**src/rtl/memory_pkg.sv**
```systemverilog
// Shared sizing constants for the register file, Register_32 and the other memory blocks.
package memory_pkg;

    localparam int         REG_WIDTH     = 32;
    localparam int         REG_ADDR_BITS = 5;
    localparam int         REG_COUNT     = 32;
    localparam logic [4:0] REG_ZERO      = 5'd0;

endpackage : memory_pkg

```
**src/rtl/decoder_5to32.sv**
```systemverilog
// Turns a write address plus enable into one-hot per-entry write strobes.
// Entry 0 never gets a strobe, which is what keeps $zero immutable.
module decoder_5to32
    import memory_pkg::*;
#(
    parameter int ADDR_BITS = REG_ADDR_BITS
) (
    input  logic                      en,
    input  logic [ADDR_BITS-1:0]      addr,
    output logic [(2**ADDR_BITS)-1:0] onehot
);

    always_comb begin
        onehot       = '0;
        if (en) begin
            onehot[addr] = 1'b1;
        end
        onehot[0]    = 1'b0;
    end

endmodule : decoder_5to32

```
**src/rtl/register_file.sv**
```systemverilog
// 32 x 32 MIPS register file: clocked write port, two combinational read ports,
// entry 0 hardwired to zero, optional write-through bypass on the read ports.
module register_file
    import memory_pkg::*;
#(
    parameter int WIDTH     = REG_WIDTH,
    parameter int ADDR_BITS = REG_ADDR_BITS,
    parameter bit BYPASS    = 1'b0
) (
    input  logic                 clk,
    input  logic                 reset,
    input  logic                 RegWrite,
    input  logic [ADDR_BITS-1:0] WriteReg,
    input  logic [WIDTH-1:0]     WriteData,
    input  logic [ADDR_BITS-1:0] ReadReg1,
    input  logic [ADDR_BITS-1:0] ReadReg2,
    output logic [WIDTH-1:0]     ReadData1,
    output logic [WIDTH-1:0]     ReadData2
);

    localparam int                   DEPTH = 2**ADDR_BITS;
    localparam logic [ADDR_BITS-1:0] ZERO  = ADDR_BITS'(REG_ZERO);

    logic [WIDTH-1:0] regs [DEPTH];
    logic [DEPTH-1:0] writeEnable;
    logic             bypassLive;
    logic             bypass1;
    logic             bypass2;

    decoder_5to32 #(
        .ADDR_BITS (ADDR_BITS)
    ) u_decoder (
        .en     (RegWrite),
        .addr   (WriteReg),
        .onehot (writeEnable)
    );

    // Reset wins over a coincident write; regs[0] is cleared but never written,
    // and the read muxes mask it anyway so it reads 0 even before reset.
    always_ff @(posedge clk) begin
        if (reset) begin
            for (int i = 0; i < DEPTH; i++) begin
                regs[i] <= '0;
            end
        end else begin
            for (int i = 0; i < DEPTH; i++) begin
                if (writeEnable[i]) begin
                    regs[i] <= WriteData;
                end
            end
        end
    end

    always_comb begin
        bypassLive = BYPASS && RegWrite && !reset && (WriteReg != ZERO);
        bypass1    = bypassLive && (ReadReg1 == WriteReg);
        bypass2    = bypassLive && (ReadReg2 == WriteReg);
    end

    always_comb begin
        ReadData1 = '0;
        if (ReadReg1 != ZERO) begin
            ReadData1 = bypass1 ? WriteData : regs[ReadReg1];
        end
    end

    always_comb begin
        ReadData2 = '0;
        if (ReadReg2 != ZERO) begin
            ReadData2 = bypass2 ? WriteData : regs[ReadReg2];
        end
    end

endmodule : register_file

```
**config.mk**
```make
export PLATFORM = sky130hd
export DESIGN_NAME = register_file
export DESIGN_NICKNAME = d
export VERILOG_FILES = /design/src/rtl/memory_pkg.sv /design/src/rtl/decoder_5to32.sv /design/src/rtl/register_file.sv
export SDC_FILE = /design/constraint.sdc
export NUM_CORES = 2
export LEC_CHECK = 0
export BUFFER_PORTS_ARGS = -buffer_cell sky130_fd_sc_hd__buf_4
export CORE_UTILIZATION = 45
export CTS_CLUSTER_DIAMETER = 100
export DETAILED_ROUTE_END_ITERATION = 8
export PLACE_DENSITY = 0.58
export SLEW_MARGIN = 40
export SYNTH_ARGS = -nofsm -noshare
export SYNTH_HDL_FRONTEND = slang
export SYNTH_SLANG_ARGS = --single-unit
```
**constraint.sdc**
```tcl
create_clock -name clk -period 3.98 [get_ports clk]
set_input_delay 0.597 -clock clk [delete_from_list [all_inputs] [get_ports clk]]
set_output_delay 0.597 -clock clk [all_outputs]
set_load 0.05 [all_outputs]
```
**After elaboration in Yosys (flattened, before gate mapping)**

Memory sizes are Yosys's and may differ from the RTL's.
Cells that the tools add are included.

- Latch bits: 0
- Output and inout bits: 64
- Bits in registers: 0
- RAM bits: 1024
- Bits in read-only memories: 0
- Input port bits: 50
- Word-level logic and storage cells: 168
- Memories kept: 1

- Mux-type cells: 131
- Equal/unequal tests: 0
- Add/subtract/negate cells: 0
- Bitwise gates (word level): 31
- $mul: 0
- $lt $le $gt $ge: 2
- Shifts and indexed selects: 0
- Divide/modulo/power cells: 0
- Reductions and logical operators: 3

Memory list:

| name | words | width | rd ports | clocked after memory_dff | wr ports | RTL line | text |
|---|---|---|---|---|---|---|---|
| regs | 32 | 32 | 2 | 0 | 32 | register_file.sv:24 | `logic [WIDTH-1:0] regs [DEPTH];` |

Operators by type and width:

| kind | number |
|---|---|
| 32-bit 2-to-1 mux | 34 |
| 1-bit 2-to-1 mux | 96 |
| 1-bit bitwise OR | 31 |
| 5-bit nonzero test | 2 |
| 5-bit by 6-bit < comparator with 1-bit output, second input constant | 1 |
| 1-bit demux with 5-bit select | 1 |
| 5-bit by 1-bit greater-or-equal comparator with 1-bit output, second input constant | 1 |
| 1-bit logical AND | 1 |

**Logic depth before layout (Yosys ltp)**

- Word-level depth: 9
- Mapped depth: 8
- Mapped depth without buffers: 4

**Cells and area by module**

From an unflattened synthesis, not the netlist that was laid out.

- Cells, all modules: 3032
- Area total of the unflattened synthesis: 51438.1 um^2

By module, submodules not included:

| module | area an instance (um^2) | instances | cells each | seq. area each (um^2) |
|---|---|---|---|---|
| register_file | 51200.4 | 1 | 2984 | 30749.5 |
| decoder_5to32 | 237.7 | 1 | 48 | 0.0 |

**Least setup slack after synthesis**

Ideal clock, no wire load.

- Path type: input -> output
- From: input ReadReg1[1]
- To: output ReadData1[29]
- Stages on the path: 8
- Arrival: 2.709 ns
- Path slack: 0.674 ns
- Path buffers: 4
- Required time: 3.383 ns
- Cell sequence: buf_4 -> buf_6 -> or2_1 -> buf_2 -> clkbuf_1 -> o22ai_1 -> nor3_1 -> nor3_1

- Cells in the longest elaborated chain, start to end: 2
- Elaborated cells on any way between the ends: 3
- Those cells by class: mux (1); reduce/logical (1); memory (1)

Ends and longest elaborated chain:

| element | RTL line | text |
|---|---|---|
| start: declaration | register_file.sv:15 | `input logic [ADDR_BITS-1:0] ReadReg1,` |
| memory 32 x 32 bit / 5-bit nonzero test (equally long branches) | -- |  |
| 32-bit 2-to-1 mux (*) | register_file.sv:62 | `if (ReadReg1 != ZERO) begin` |
| end: declaration | register_file.sv:17 | `output logic [WIDTH-1:0] ReadData1,` |

Every way passes the cells marked *; elsewhere a longest branch is shown, timed or not.

**Final worst setup path**

- From: input ReadReg2[2]
- To: output ReadData2[12]

- Cells in the longest elaborated chain, start to end: 2
- Elaborated cells on any way between the ends: 3
- Those cells by class: mux (1); reduce/logical (1); memory (1)

Ends and longest elaborated chain:

| element | RTL line | text |
|---|---|---|
| start: declaration | register_file.sv:16 | `input logic [ADDR_BITS-1:0] ReadReg2,` |
| memory 32 x 32 bit / 5-bit nonzero test (equally long branches) | -- |  |
| 32-bit 2-to-1 mux (*) | register_file.sv:69 | `if (ReadReg2 != ZERO) begin` |
| end: declaration | register_file.sv:18 | `output logic [WIDTH-1:0] ReadData2` |

Marks and branches as above.

==> flow_summary.yaml <==
run_status:
  status: "finished clean"
critical_path:
  crit_family: "simple AND/OR/NAND/NOR gates"
  crit_arrival_ns: 3.11
  critical_path_class: "input pin to primary output"
  crit_fanout: 26
  crit_path_frequent_cell: "buf_4"
  critPathRequiredTime_ns: 3.38
  path_cells: "buf_4 -> nand2b_4 -> buf_4 -> o22ai_1 -> nor3_1 -> buf_4 -> nor4_2 -> buf_4"
  cp-end-kind: "primary output"
  crit_slowest_cell: "nor3_1"
  cp_slowest_stage_delay_ns: 0.66
  crit_buf_inv: 4
  cp-start-kind: "input pin"
placement:
  pre_cts_ws_ns: 0.276
  io_buffers: 113
  dp.cells: 5077
  dp_hpwl_um: 105000
  gp_congestion: 0.887
logic_synthesis:
  synth-main-ff-cell: "edfxtp_1"
  synth_edf_count: 992
  synth_cells: 3616
  netlist_area_sq_mm: 0.0501
  avgSynthCellArea_sq_um: 13.9
  async_flop_share_pct: 0
  synthDistinctLibCells: 45
  yosysSeqAreaShare_pct: 59.5
  ys_seq_elements: 992
  syn_nets: 3666
  yosysWarningCount: 0
floorplanning:
  dieArea_sq_mm: 0.113
  num_rows: 122
  start_util_pct: 45.3
  dieWidth_um: 336
  core_sq_mm: 0.111
  dieHeight_um: 336
  io_pins: 114
finish:
  nets: 3745
  final_common_cell: "edfxtp_1"
  largest_register_ffs: 992
  top_register: "regs"
  areaGrowthSynthToFinish_pct: 13.1
  final_cell_mix: "992 x edfxtp_1, 641 x mux2i_1, 547 x nor2_1"
  final_cell_count_no_fill: 5267
  drive_gt1_share_pct: 20.8
  largestRegisters: "regs (992)"
sta:
  final.period_utilization_pct: 93.2
  worst_slack_ns: 0.270
  hold_viol_final: 0
  drv_slew: 0
  maxSlewHeadroom_pct: 36.5
  fin_setup_tns_ns: 0
  fmax_mhz: 270
  rsz0062_at_grt: "no"
  tightest_slew_ns: 0.945
  period_minus_slack_ns: 3.71
  whs_ns: 0.429
  setup_viol: 0
clock_network:
  holdBufCountCts: 0
  cts_buffers: 104
  cts.repair.resized: 0
  cts_setup_buffers: 0
  clock_sinks: 992
  clk_pin_slew_ns: 0.05
  clockRootBuffer: "clkbuf_16"
  clock_path_buffers: 3
  h-tree-depth: 3
  cts_tree: "yes"
route:
  vias: 33852
  drc: 0
  via_per_inst: 6.43
  drt-pass1-iter-count: 5
  route.final.wire_length_um: 166000
  wl_per_cell_um: 31.5
  final_antenna_net_count: 0
  drt_iter0_markers: 4243
flow_run:
  max-cap-violations: 0
power:
  power_density_mw_per_mm2: 455
  power_leakage_nw: 20.4
  fin_total_pwr_w: 0.0258
  ir_worst_vdd_v: 0.000312
global_routing:
  antenna_found_initial: 4
  grt_max_degree: 91
  grt_pass1_wl_um: 235000
  globalRouteOverflowTotal: 0
  first_global_vias: 33370
  grt_usage_pct: 28.9
hold_path:
  min_path_type: "input pin to flip-flop"
-- cells by family after synthesis --
| logic type | synth area share, % |
|---|---|
| flops | 59.5 |
| simple gates | 8.45 |
| mux | 20.1 |
| compound gates | 7.84 |
| buf+inv | 4.10 |
-- report_power, final --
| part | internal, W | leakage, nW | switching [W] | total (W) |
|---|---|---|---|---|
| Combinational | 0.00137 | 9.36 | 0.00243 | 0.00380 |
| Sequential | 0.0123 | 9.52 | 0.000368 | 0.0126 |
| Clock | 0.00528 | 1.56 | 0.00406 | 0.00933 |
-- final cells by class --
type / instances / area (sq um)
flip-flops and latches: 992 / 29800
fillers: 9331 / 53900
well taps: 1488 / 1860
diodes: 1 / 2.50
inverters: 32 / 120
repair buffers: 330 / 3070
multi-input cells: 2235 / 18600
clock buffers: 129 / 2760
clock inverters: 60 / 443
-- metrics by stage --
| stage | cell area (sq um) | utilization [%] |
|---|---|---|
| finish | 56600 | 51.2 |
| global route | 56600 | 51.2 |
| CTS | 56600 | 51.2 |
| detailed placement | 53400 | 48.3 |
| global placement | 53300 | 48.3 |
| floorplan | 50100 | - |
-- worst min-delay path, cell delays in order --
cell and delay [ns]:
buf_4 0.08, nand2b_1 0.16, nor2_1 0.14
-- routing by layer --
layer / vias up / track usage [%] / wire, um
li1: 14221 / - / -
met1: 17466 / 41.8 / 70100
met2: 1869 / 44.4 / 75500
met3: 292 / 5.39 / 15900
met4: 4 / 8.09 / 4200
met5: - / 0 / 17
-- cell usage after synthesis, types with 2 or more instances --
cell	count	area (sq um)
o22ai_1	256	1600
a21o_1	2	15.0
mux2i_1	641	6420
a22oi_1	63	473
a22o_1	31	272
nor4_2	32	400
or2_2	3	18.8
a211oi_1	2	15.0
buf_4	36	270
and3b_1	2	17.5
nor2_1	547	2050
inv_1	32	120
and2_1	2	12.5
a211oi_2	30	375
nor3b_1	4	30.0
buf_8	4	60.1
nand3_1	2	10.0
clkbuf_1	195	732
buf_2	40	200
mux4_2	119	2680
buf_1	34	128
a31oi_2	15	188
o21bai_1	12	90.1
nor2b_1	36	225
a221o_1	63	631
mux2_2	27	304
nor3_1	131	656
or2_1	3	18.8
a31oi_1	16	100
a21oi_1	32	160
buf_6	46	518
edfxtp_1	992	29800
mux4_1	10	263
nor3_2	30	300
mux2_1	37	417
nand2_1	23	86.3
nand2b_1	57	357
nand3b_1	2	15.0
-- path summary, 6_finish.rpt --
path | cells after the start | end | slack [ns] | startpoint
setup / recovery | 8 | ReadData2[12] | 0.27 | ReadReg2[2]
hold / removal | 3 | regs[13][28] | 0.43 | WriteData[28]
(Power assumes the default switching activity.)
